## src/rtl/packet_scheduler_if.sv

```systemverilog
// Signal bundle between the packet sources, the scheduler and the data-island assembler.
// The scheduler uses the slave modport; the driving environment uses master.
interface packet_scheduler_if;
  logic              packet_advance;
  logic              acr_tick;
  logic              audio_valid;
  logic              audio_ready;
  logic [23:0]       audio_l;
  logic [23:0]       audio_r;
  logic              aux_valid;
  logic              aux_ready;
  logic [23:0]       aux_header;
  logic [3:0][55:0]  aux_sub;
  logic [23:0]       header;
  logic [3:0][55:0]  sub;
  logic [1:0]        packet_type;

  modport slave (
    input  packet_advance, acr_tick,
    input  audio_valid, audio_l, audio_r,
    input  aux_valid, aux_header, aux_sub,
    output audio_ready, aux_ready,
    output header, sub, packet_type
  );

  modport master (
    output packet_advance, acr_tick,
    output audio_valid, audio_l, audio_r,
    output aux_valid, aux_header, aux_sub,
    input  audio_ready, aux_ready,
    input  header, sub, packet_type
  );
endinterface

```

## src/rtl/packet_scheduler.sv

```systemverilog
// Chooses one packet per data-island slot (ACR, aux InfoFrame, audio samples or null)
// and holds its header and subpackets stable until the next packet_advance.
module packet_scheduler #(
  parameter int          AUDIO_FIFO_DEPTH = 8,
  parameter logic [19:0] ACR_N            = 20'd6144,
  parameter logic [19:0] ACR_CTS          = 20'd25200
) (
  input  logic               clk_pixel,
  input  logic               reset,
  packet_scheduler_if.slave  bus
);
  localparam int AW = $clog2(AUDIO_FIFO_DEPTH);
  localparam int CW = AW + 1;
  localparam logic [CW-1:0] DEPTH_C = CW'(AUDIO_FIFO_DEPTH);

  localparam logic [55:0] ACR_SUB = {ACR_N[7:0], ACR_N[15:8], 4'b0, ACR_N[19:16],
                                     ACR_CTS[7:0], ACR_CTS[15:8], 4'b0, ACR_CTS[19:16], 8'h00};

  typedef enum logic [1:0] {
    PKT_NULL  = 2'd0,
    PKT_ACR   = 2'd1,
    PKT_AUX   = 2'd2,
    PKT_AUDIO = 2'd3
  } pkt_e;

  // Entry layout: {B (first frame of 192-frame block), right, left}
  logic [48:0]       fifo_mem [AUDIO_FIFO_DEPTH];
  logic [CW-1:0]     wr_ptr_reg, wr_ptr_next;
  logic [CW-1:0]     rd_ptr_reg, rd_ptr_next;
  logic [CW-1:0]     count_reg, count_next;
  logic [7:0]        frame_reg, frame_next;
  logic              acr_pending_reg, acr_pending_next;
  logic [23:0]       header_reg, header_next;
  logic [3:0][55:0]  sub_reg, sub_next;
  pkt_e              type_reg, type_next;

  logic              push;
  logic              pop;
  logic [2:0]        pop_n;
  logic [CW-1:0]     pop_cnt;
  pkt_e              sel;
  logic [3:0][48:0]  peek;
  logic [3:0][55:0]  audio_sub;
  logic [3:0]        present;
  logic [3:0]        bflag;

  assign bus.audio_ready = (count_reg < DEPTH_C);
  assign push            = bus.audio_valid && bus.audio_ready;
  assign pop_n           = (count_reg >= CW'(4)) ? 3'd4 : 3'(count_reg);

  // Up to four oldest entries are formatted in parallel; lanes beyond count read as zero.
  generate
    for (genvar gi = 0; gi < 4; gi++) begin : g_lane
      logic [AW-1:0] idx;
      logic [23:0]   smp_l;
      logic [23:0]   smp_r;
      assign idx           = rd_ptr_reg[AW-1:0] + AW'(gi);
      assign peek[gi]      = fifo_mem[idx];
      assign smp_l         = peek[gi][23:0];
      assign smp_r         = peek[gi][47:24];
      assign present[gi]   = (CW'(gi) < count_reg);
      assign bflag[gi]     = present[gi] & peek[gi][48];
      assign audio_sub[gi] = present[gi] ? {^smp_r, 3'b000, ^smp_l, 3'b000, smp_r, smp_l} : 56'd0;
    end
  endgenerate

  always_comb begin
    sel = PKT_NULL;
    if (acr_pending_reg)
      sel = PKT_ACR;
    else if (count_reg == DEPTH_C)
      sel = PKT_AUDIO;
    else if (bus.aux_valid)
      sel = PKT_AUX;
    else if (count_reg != '0)
      sel = PKT_AUDIO;
  end

  assign pop           = bus.packet_advance && (sel == PKT_AUDIO);
  assign pop_cnt       = pop ? CW'(pop_n) : '0;
  assign bus.aux_ready = bus.packet_advance && (sel == PKT_AUX) && !reset;

  always_comb begin
    header_next      = header_reg;
    sub_next         = sub_reg;
    type_next        = type_reg;
    acr_pending_next = acr_pending_reg;
    if (bus.packet_advance) begin
      type_next = sel;
      case (sel)
        PKT_ACR: begin
          header_next      = 24'h000001;
          sub_next         = {4{ACR_SUB}};
          acr_pending_next = 1'b0;
        end
        PKT_AUX: begin
          header_next = bus.aux_header;
          sub_next    = bus.aux_sub;
        end
        PKT_AUDIO: begin
          header_next = {4'b0, bflag, 3'b0, 1'b0, present, 8'h02};
          sub_next    = audio_sub;
        end
        default: begin
          header_next = '0;
          sub_next    = '0;
        end
      endcase
    end
    // A tick in the commit cycle keeps the request alive for the following slot.
    if (bus.acr_tick)
      acr_pending_next = 1'b1;
  end

  always_comb begin
    wr_ptr_next = wr_ptr_reg + CW'(push);
    rd_ptr_next = rd_ptr_reg + pop_cnt;
    count_next  = count_reg + CW'(push) - pop_cnt;
    frame_next  = frame_reg;
    if (push)
      frame_next = (frame_reg == 8'd191) ? 8'd0 : frame_reg + 8'd1;
  end

  always_ff @(posedge clk_pixel or posedge reset) begin
    if (reset) begin
      wr_ptr_reg      <= '0;
      rd_ptr_reg      <= '0;
      count_reg       <= '0;
      frame_reg       <= '0;
      acr_pending_reg <= 1'b0;
      header_reg      <= '0;
      sub_reg         <= '0;
      type_reg        <= PKT_NULL;
    end else begin
      wr_ptr_reg      <= wr_ptr_next;
      rd_ptr_reg      <= rd_ptr_next;
      count_reg       <= count_next;
      frame_reg       <= frame_next;
      acr_pending_reg <= acr_pending_next;
      header_reg      <= header_next;
      sub_reg         <= sub_next;
      type_reg        <= type_next;
    end
  end

  // Sample storage carries no reset; validity is tracked solely by the pointers.
  always_ff @(posedge clk_pixel) begin
    if (push)
      fifo_mem[wr_ptr_reg[AW-1:0]] <= {(frame_reg == 8'd0), bus.audio_r, bus.audio_l};
  end

  assign bus.header      = header_reg;
  assign bus.sub         = sub_reg;
  assign bus.packet_type = type_reg;
endmodule

```

## src/flat_wrapper.sv

```systemverilog
// flat-port wrapper written by rule: the top's interface ports become plain ports
module packet_scheduler_flat 
#(
  parameter int          AUDIO_FIFO_DEPTH = 8,
  parameter logic [19:0] ACR_N            = 20'd6144,
  parameter logic [19:0] ACR_CTS          = 20'd25200
)
  (clk_pixel, reset, bus_packet_advance, bus_acr_tick, bus_audio_valid, bus_audio_l, bus_audio_r, bus_aux_valid, bus_aux_header, bus_aux_sub, bus_audio_ready, bus_aux_ready, bus_header, bus_sub, bus_packet_type);
  packet_scheduler_if bus_i ();
  input  logic clk_pixel;
  input  logic reset;
  input wire logic [$bits(bus_i.packet_advance)-1:0] bus_packet_advance;
  input wire logic [$bits(bus_i.acr_tick)-1:0] bus_acr_tick;
  input wire logic [$bits(bus_i.audio_valid)-1:0] bus_audio_valid;
  input wire logic [$bits(bus_i.audio_l)-1:0] bus_audio_l;
  input wire logic [$bits(bus_i.audio_r)-1:0] bus_audio_r;
  input wire logic [$bits(bus_i.aux_valid)-1:0] bus_aux_valid;
  input wire logic [$bits(bus_i.aux_header)-1:0] bus_aux_header;
  input wire logic [$bits(bus_i.aux_sub)-1:0] bus_aux_sub;
  output wire logic [$bits(bus_i.audio_ready)-1:0] bus_audio_ready;
  output wire logic [$bits(bus_i.aux_ready)-1:0] bus_aux_ready;
  output wire logic [$bits(bus_i.header)-1:0] bus_header;
  output wire logic [$bits(bus_i.sub)-1:0] bus_sub;
  output wire logic [$bits(bus_i.packet_type)-1:0] bus_packet_type;
  assign bus_i.packet_advance = bus_packet_advance;
  assign bus_i.acr_tick = bus_acr_tick;
  assign bus_i.audio_valid = bus_audio_valid;
  assign bus_i.audio_l = bus_audio_l;
  assign bus_i.audio_r = bus_audio_r;
  assign bus_i.aux_valid = bus_aux_valid;
  assign bus_i.aux_header = bus_aux_header;
  assign bus_i.aux_sub = bus_aux_sub;
  assign bus_audio_ready = bus_i.audio_ready;
  assign bus_aux_ready = bus_i.aux_ready;
  assign bus_header = bus_i.header;
  assign bus_sub = bus_i.sub;
  assign bus_packet_type = bus_i.packet_type;
  packet_scheduler #(.AUDIO_FIFO_DEPTH(AUDIO_FIFO_DEPTH), .ACR_N(ACR_N), .ACR_CTS(ACR_CTS)) u_core (.clk_pixel(clk_pixel), .reset(reset), .bus(bus_i));
endmodule
```

## config.mk

```make
export PLATFORM = sky130hd
export DESIGN_NAME = packet_scheduler_flat
export DESIGN_NICKNAME = d
export VERILOG_FILES = /design/src/rtl/packet_scheduler_if.sv /design/src/rtl/packet_scheduler.sv /design/src/flat_wrapper.sv
export SDC_FILE = /design/constraint.sdc
export NUM_CORES = 1
export LEC_CHECK = 0
export CAP_MARGIN = 10
export CORE_ASPECT_RATIO = 0.8
export CORE_MARGIN = 3
export CORE_UTILIZATION = 45
export CTS_BUF_LIST = sky130_fd_sc_hd__clkbuf_4 sky130_fd_sc_hd__clkbuf_8
export DETAILED_ROUTE_END_ITERATION = 7
export GPL_TIMING_DRIVEN = 0
export PLACE_DENSITY = 0.72
export SLEW_MARGIN = 20
export SYNTH_ARGS = -nofsm -noshare
export SYNTH_HDL_FRONTEND = slang
export SYNTH_SLANG_ARGS = --single-unit
```

## constraint.sdc

```tcl
create_clock -name clk_pixel -period 9 [get_ports clk_pixel]
set_clock_uncertainty 0.05 [all_clocks]
set_input_delay 1.35 -clock clk_pixel [delete_from_list [all_inputs] [get_ports clk_pixel]]
set_output_delay 1.35 -clock clk_pixel [all_outputs]
set_load 0.02 [all_outputs]
```

======== Word-level counts from Yosys, hierarchy flattened ========
Memory sizes are Yosys's and may differ from the RTL's.
Index checks and enable logic that the tools add are counted.
word-level totals
  memories kept ........................... 1
  output and inout port bits .............. 252
  register bits after elaboration ......... 271
  input port bits ......................... 302
  RAM bits ................................ 392
  word-level logic and storage cells ...... 71
memory list
  name             depth  width  read ports  clocked after memory_dff  write ports  line                    source
  u_core.fifo_mem  8      49     4           0                         1            packet_scheduler.sv:27  logic [48:0] fifo_mem [AUDIO_FIFO_DEPTH];
operators by class
  $add $sub $neg .......................... 8
  mux-type cells .......................... 18
  eq/ne operators ......................... 5
  reduce and logical (&&, ||, !) cells .... 18
  $lt $le $gt $ge ......................... 6
  bitwise operators ....................... 4
operators by type and width
  kind                                                                   number
  224-bit one-hot mux with 3 select lines                                1
  56-bit two-way mux                                                     4
  24-bit parity                                                          8
  24-bit one-hot mux with 3 select lines                                 1
  4-bit by 1-bit adder with 4-bit output                                 2
  8-bit by 1-bit adder with 8-bit output, second input constant          1
  8-bit equality test, second input constant                             1
  8-bit zero test                                                        1
  1-bit by 4-bit < comparator with 1-bit output, first input constant    2
  2-bit by 4-bit < comparator with 1-bit output, first input constant    2
  2-bit two-way mux                                                      4
  8-bit two-way mux                                                      1
  3-bit by 2-bit adder with 3-bit output, second input constant          2
  3-bit two-way mux                                                      2
  1-bit two-way mux                                                      5
  4-bit adder                                                            1
  1-bit AND                                                              4
  2-bit equality test, second input constant                             2
  4-bit equality test, second input constant                             1
  4-bit by 3-bit >= comparator with 1-bit output, second input constant  1
  1-bit logical AND                                                      4
  4-bit < comparator, second input constant                              1
  2-bit nonzero test                                                     2
  4-bit nonzero test                                                     1
  other kinds (5)                                                        5

======== Depth between registers and ports, before layout ========
  depth in word-level cells ............... 9
  gate-level depth with buffers ........... 17
  depth with buffers taken out ............ 9

======== Worst setup path after synthesis ========
OpenSTA, ideal clock, no wires.
  kind .................................... input-to-reg
  start point ............................. input port bus_audio_valid
  end point ............................... memory u_core.fifo_mem[0][0], enable pin
  buffers on the path ..................... 0
  setup time .............................. 0.577 ns
  cell stages on the path ................. 2
  data required time ...................... 8.373 ns
  arrival ................................. 6.132 ns
  path slack .............................. 2.241 ns
  cell sequence ........................... nand2_1 > nor4_1
on the way
  word-level cells in the longest chain between the ends .. 3
ends and longest elaborated chain
  item                                     line                     source
  start: declaration                       flat_wrapper.sv:14       input wire logic [$bits(bus_i.audio_valid)-1:0] bus_audio_valid;
  1-bit logical AND                        packet_scheduler.sv:48   assign push = bus.audio_valid && bus.audio_ready;
  1-bit two-way mux                        packet_scheduler.sv:148  if (push)
  1-bit two-way mux (implied by the code)  packet_scheduler.sv:149  fifo_mem[wr_ptr_reg[AW-1:0]] <= {(frame_reg == 8'd0), bus.audio_r, bus.audio_l};
  end: declaration                         packet_scheduler.sv:27
No other way between the ends.

======== Worst setup path after layout ========
  start point ............................. register u_core.rd_ptr_reg[1]
  end point ............................... register u_core.sub_reg (netlist bit u_core.bus.sub[111])
on the way
  word-level cells in the longest chain between the ends .. 5
ends and longest elaborated chain
  item                                     line                     source
  start: declaration                       packet_scheduler.sv:29   logic [CW-1:0] rd_ptr_reg, rd_ptr_next;
  start signal: assignment                 packet_scheduler.sv:136  rd_ptr_reg <= rd_ptr_next;
  3-bit by 1-bit adder with 3-bit output   packet_scheduler.sv:57   assign idx = rd_ptr_reg[AW-1:0] + AW'(gi);
  memory 8 x 49 bit                        --
  24-bit parity                            packet_scheduler.sv:63   assign audio_sub[gi] = present[gi] ? {^smp_r, 3'b000, ^smp_l, 3'b000, smp_r, smp_l} : 56'd0;
  56-bit two-way mux                       packet_scheduler.sv:63
  224-bit one-hot mux with 3 select lines  packet_scheduler.sv:90   case (sel)
  end signal: assignment                   packet_scheduler.sv:141  sub_reg <= sub_next;
  end: declaration                         packet_scheduler.sv:34   logic [3:0][55:0] sub_reg, sub_next;
No other way between the ends.
A chain may end at the register's enable or synchronous reset.

==> metrics <==
die height=254.2 um; Finished Layout Cells=4348; Setup CP Type=register to register; worst hold path type=register to register; Crit path largest cell delay=0.93 ns; worst path required time=9.61 ns; commonest cells after routing, fill and taps aside=clkdlybuf4s50_1 (552), edfxtp_1 (392), mux2i_1 (385), dfrtp_1 (269), nor2_1 (242); Antenna Nets Post-Route=0; Starting Density=45.72%; Slew HR=16.52%; die area=80380 um^2; EDFF count, synth=392; post-synth cell types=52; routed vias=28260; Num CTS Buffers=108; outcome=completed; dpl ws=2.370 ns; DR vias/cell=6.500; crit path capture type=register; post-synth top area cell=edfxtp_1; Arr. time, crit path=7.32 ns; crit path setup slack, layout=2.286 ns; Comb pwr share=67.7%; number of flip-flops in the largest register=392; postcts setup bufs=0; Flop pwr share=19.1%; vias in the first global route=27710; Root Driver=clkbuf_8; ratio of total power to cell area=478.5 nW/um^2; P_sw=9880 uW; CP max-delay cell=buf_1; CP Cell Sequence=inv_1 > buf_2 > buf_4 > buf_2 > ha_1 > buf_2 > buf_4 > buf_2 > buf_1 > mux4_2 > xnor2_1 > xnor2_1 > xnor2_1 > xnor3_1 > o31ai_2; LEAKAGE=0.01663 uW; H-tree level count=3; Clk pwr share=13.1%; DRT iter0 DRCs=4266; Synth Instances=2514; most common cell after layout, fill and taps aside=clkdlybuf4s50_1; Syn-to-layout area delta=28.33%; Adder-Cell Fraction of Synth Area=0.5128%; Seq/Total Area, Yosys=53.40%; clk sinks=661; yosys warns=0; num ports=554; internal power=11400 uW; Hold Violations, Final=0; grt ovf=0; Die Span X=316.2 um; largest family of logic cells by synthesized area=multiplexers; ys async rst share=40.70%; XOR/XNOR Fraction of Synth Area=5.124%; Worst-path clk slew=0.07 ns; dpl hpwl=119.7 mm; Mean Syn Cell Area=13.78 um^2; max frequency=148.9 MHz; DRC viols=0; Yosys top cell area share=33.97%; Max clock buf depth=3; post-synth net total=2829; Netlist Area Pre-Place=34650 um^2; clk_lat worst skew=0.77 ns; final core occ=58.67%; max-capacitance violation count=0; Hold-fix buffers, CTS=0; Slew @ Worst Pin=1.252 ns; CTS tree=yes; buffers added on ports=552; RSZ-0062 raised after global routing=no; synth top area cells=edfxtp_1 (34%), dfrtp_1 (19%), mux4_2 (12%); DR pass1 iterations=6; total track usage=37.85%; Peak supply drop=0.6674 mV; initial antenna violation count=14; mux cell area share after synthesis=23.44%; layout cell share with drive strength beyond 1=16.55%; Synth Area in Compound Gates=9.898%; Period Utilization, post-route=74.60%; DP Cell Count=4138; final setup TNS=0 ns; Core ar.=75790 um^2; Tmin final=6.714 ns; Fill cells=6064; post_cts resized=0; critical-path maximum fanout=11; gpl congestion=0.9927; global-route wire length before repair=210.8 mm; max-slew violations=0; largest net degree at the start of global routing=106; setup violation total in the final timing report=0; Final nets=3551; FF+latch count, synth=661; kind of start point of the critical path=register; row count=90; Avg WL per Cell=35.71 um; most common flop cell mapped by yosys=edfxtp_1; Worst path most repeated cell=buf_2; Routed WL=155.2 mm; sw frac=46.44%; simple-gate share of the synthesized area=3.965%
==> metal layers <==
metal / track usage, % / share of wire [%]
met5: 0.6410 / 0.070
met4: 19.35 / 6.0
met3: 15.21 / 15
met2: 55.20 / 43
met1: 48.98 / 36
==> final timing paths <==
kind                                           startpoint                               to  slack (ns)  cells after the start
max                        u_core.rd_ptr_reg[1]$_DFF_PP0_  u_core.bus.sub[111]$_DFFE_PP0P_        2.29                     15
min                        u_core.bus.sub[36]$_DFFE_PP0P_   u_core.bus.sub[36]$_DFFE_PP0P_        0.43                      1
max reg2reg                u_core.rd_ptr_reg[1]$_DFF_PP0_  u_core.bus.sub[111]$_DFFE_PP0P_        2.29                     15
min reg2reg                u_core.bus.sub[36]$_DFFE_PP0P_   u_core.bus.sub[36]$_DFFE_PP0P_        0.43                      1
max in group asynchronous                           reset  u_core.bus.sub[180]$_DFFE_PP0P_        6.61                      3
min in group asynchronous                           reset  u_core.bus.sub[204]$_DFFE_PP0P_        1.23                      2
==> power by group through the flow <==
stage          Combinational, uW  Clock (uW)  Sequential, uW
3_3_place_gp               13700           0            4130
4_1_cts                    14000        2790            4060
2_1_floorplan               8560           0            4370
6_report                   14400        2790            4070
5_1_grt                    14600        2920            4110
3_5_place_dp               13900           0            4100
==> per-stage QoR <==
stage,power (uW),hold slack (ns),cell area [um^2]
detailed placement,18010,0.4192,42160
finish,21280,0.4294,44460
global placement,17840,0.4149,41440
CTS,20800,0.4311,44440
floorplan,12930,0.4471,34650
global route,21670,0.4431,44460
==> critical path, delay by kind of cell, from the launching register on <==
kind / cells / cell delay, ns
buffers and inverters: 8 / 3.93
multiplexers: 1 / 0.46
adder cells (fa/ha/maj): 1 / 0.21
XOR/XNOR: 4 / 1.10
flip-flops: 1 / 0.60
AO/OA/AOI/OAI: 1 / 0.20
==> cells in the mapped netlist (4+ instances only) <==
cell type and n:
o21ai_1 4, nor2b_1 4, buf_4 24, o2bb2ai_1 162, xnor2_1 147, xnor3_1 12
a22o_1 10, o31ai_2 6, or2_2 4, buf_2 28, nor2_1 245, dfrtp_1 269
mux2i_1 385, nor3_1 10, xor2_1 23, o21ai_0 7, a22oi_1 11, buf_1 5
nand2b_1 4, o221ai_1 25, ha_1 11, edfxtp_1 392, nand2_1 59, a21o_1 5
clkbuf_1 113, mux4_2 188, inv_1 42, a21oi_1 229, buf_6 24, a221oi_1 21
==> cells by family (layout without fill, tap and decap cells) <==
kind of cell               Yosys count  count (layout)
AOI/OAI and AO/OA                  496             496
other                                2               9
DFF                                661             661
muxes                              576             576
adders and majority gates           13              13
xor gates and xnor gates           183             183
and+or+nand+nor                    342             342
buffers and inverters              241            1056
==> area by class of cell <==
type,count,area [um^2],area share (%)
flip-flops and latches,661,18500,41.61
multi-input cells,1612,14940,33.61
repair buffers,612,6177,13.89
clock buffers,169,2063,4.640
well taps,1012,1266,2.848
plain buffers,198,1110,2.496
clock inverters,34,215.2,0.4840
inverters,43,168.9,0.3799
diodes,7,17.52,0.03940
No activity file was read; power rests on OpenSTA's default activity.
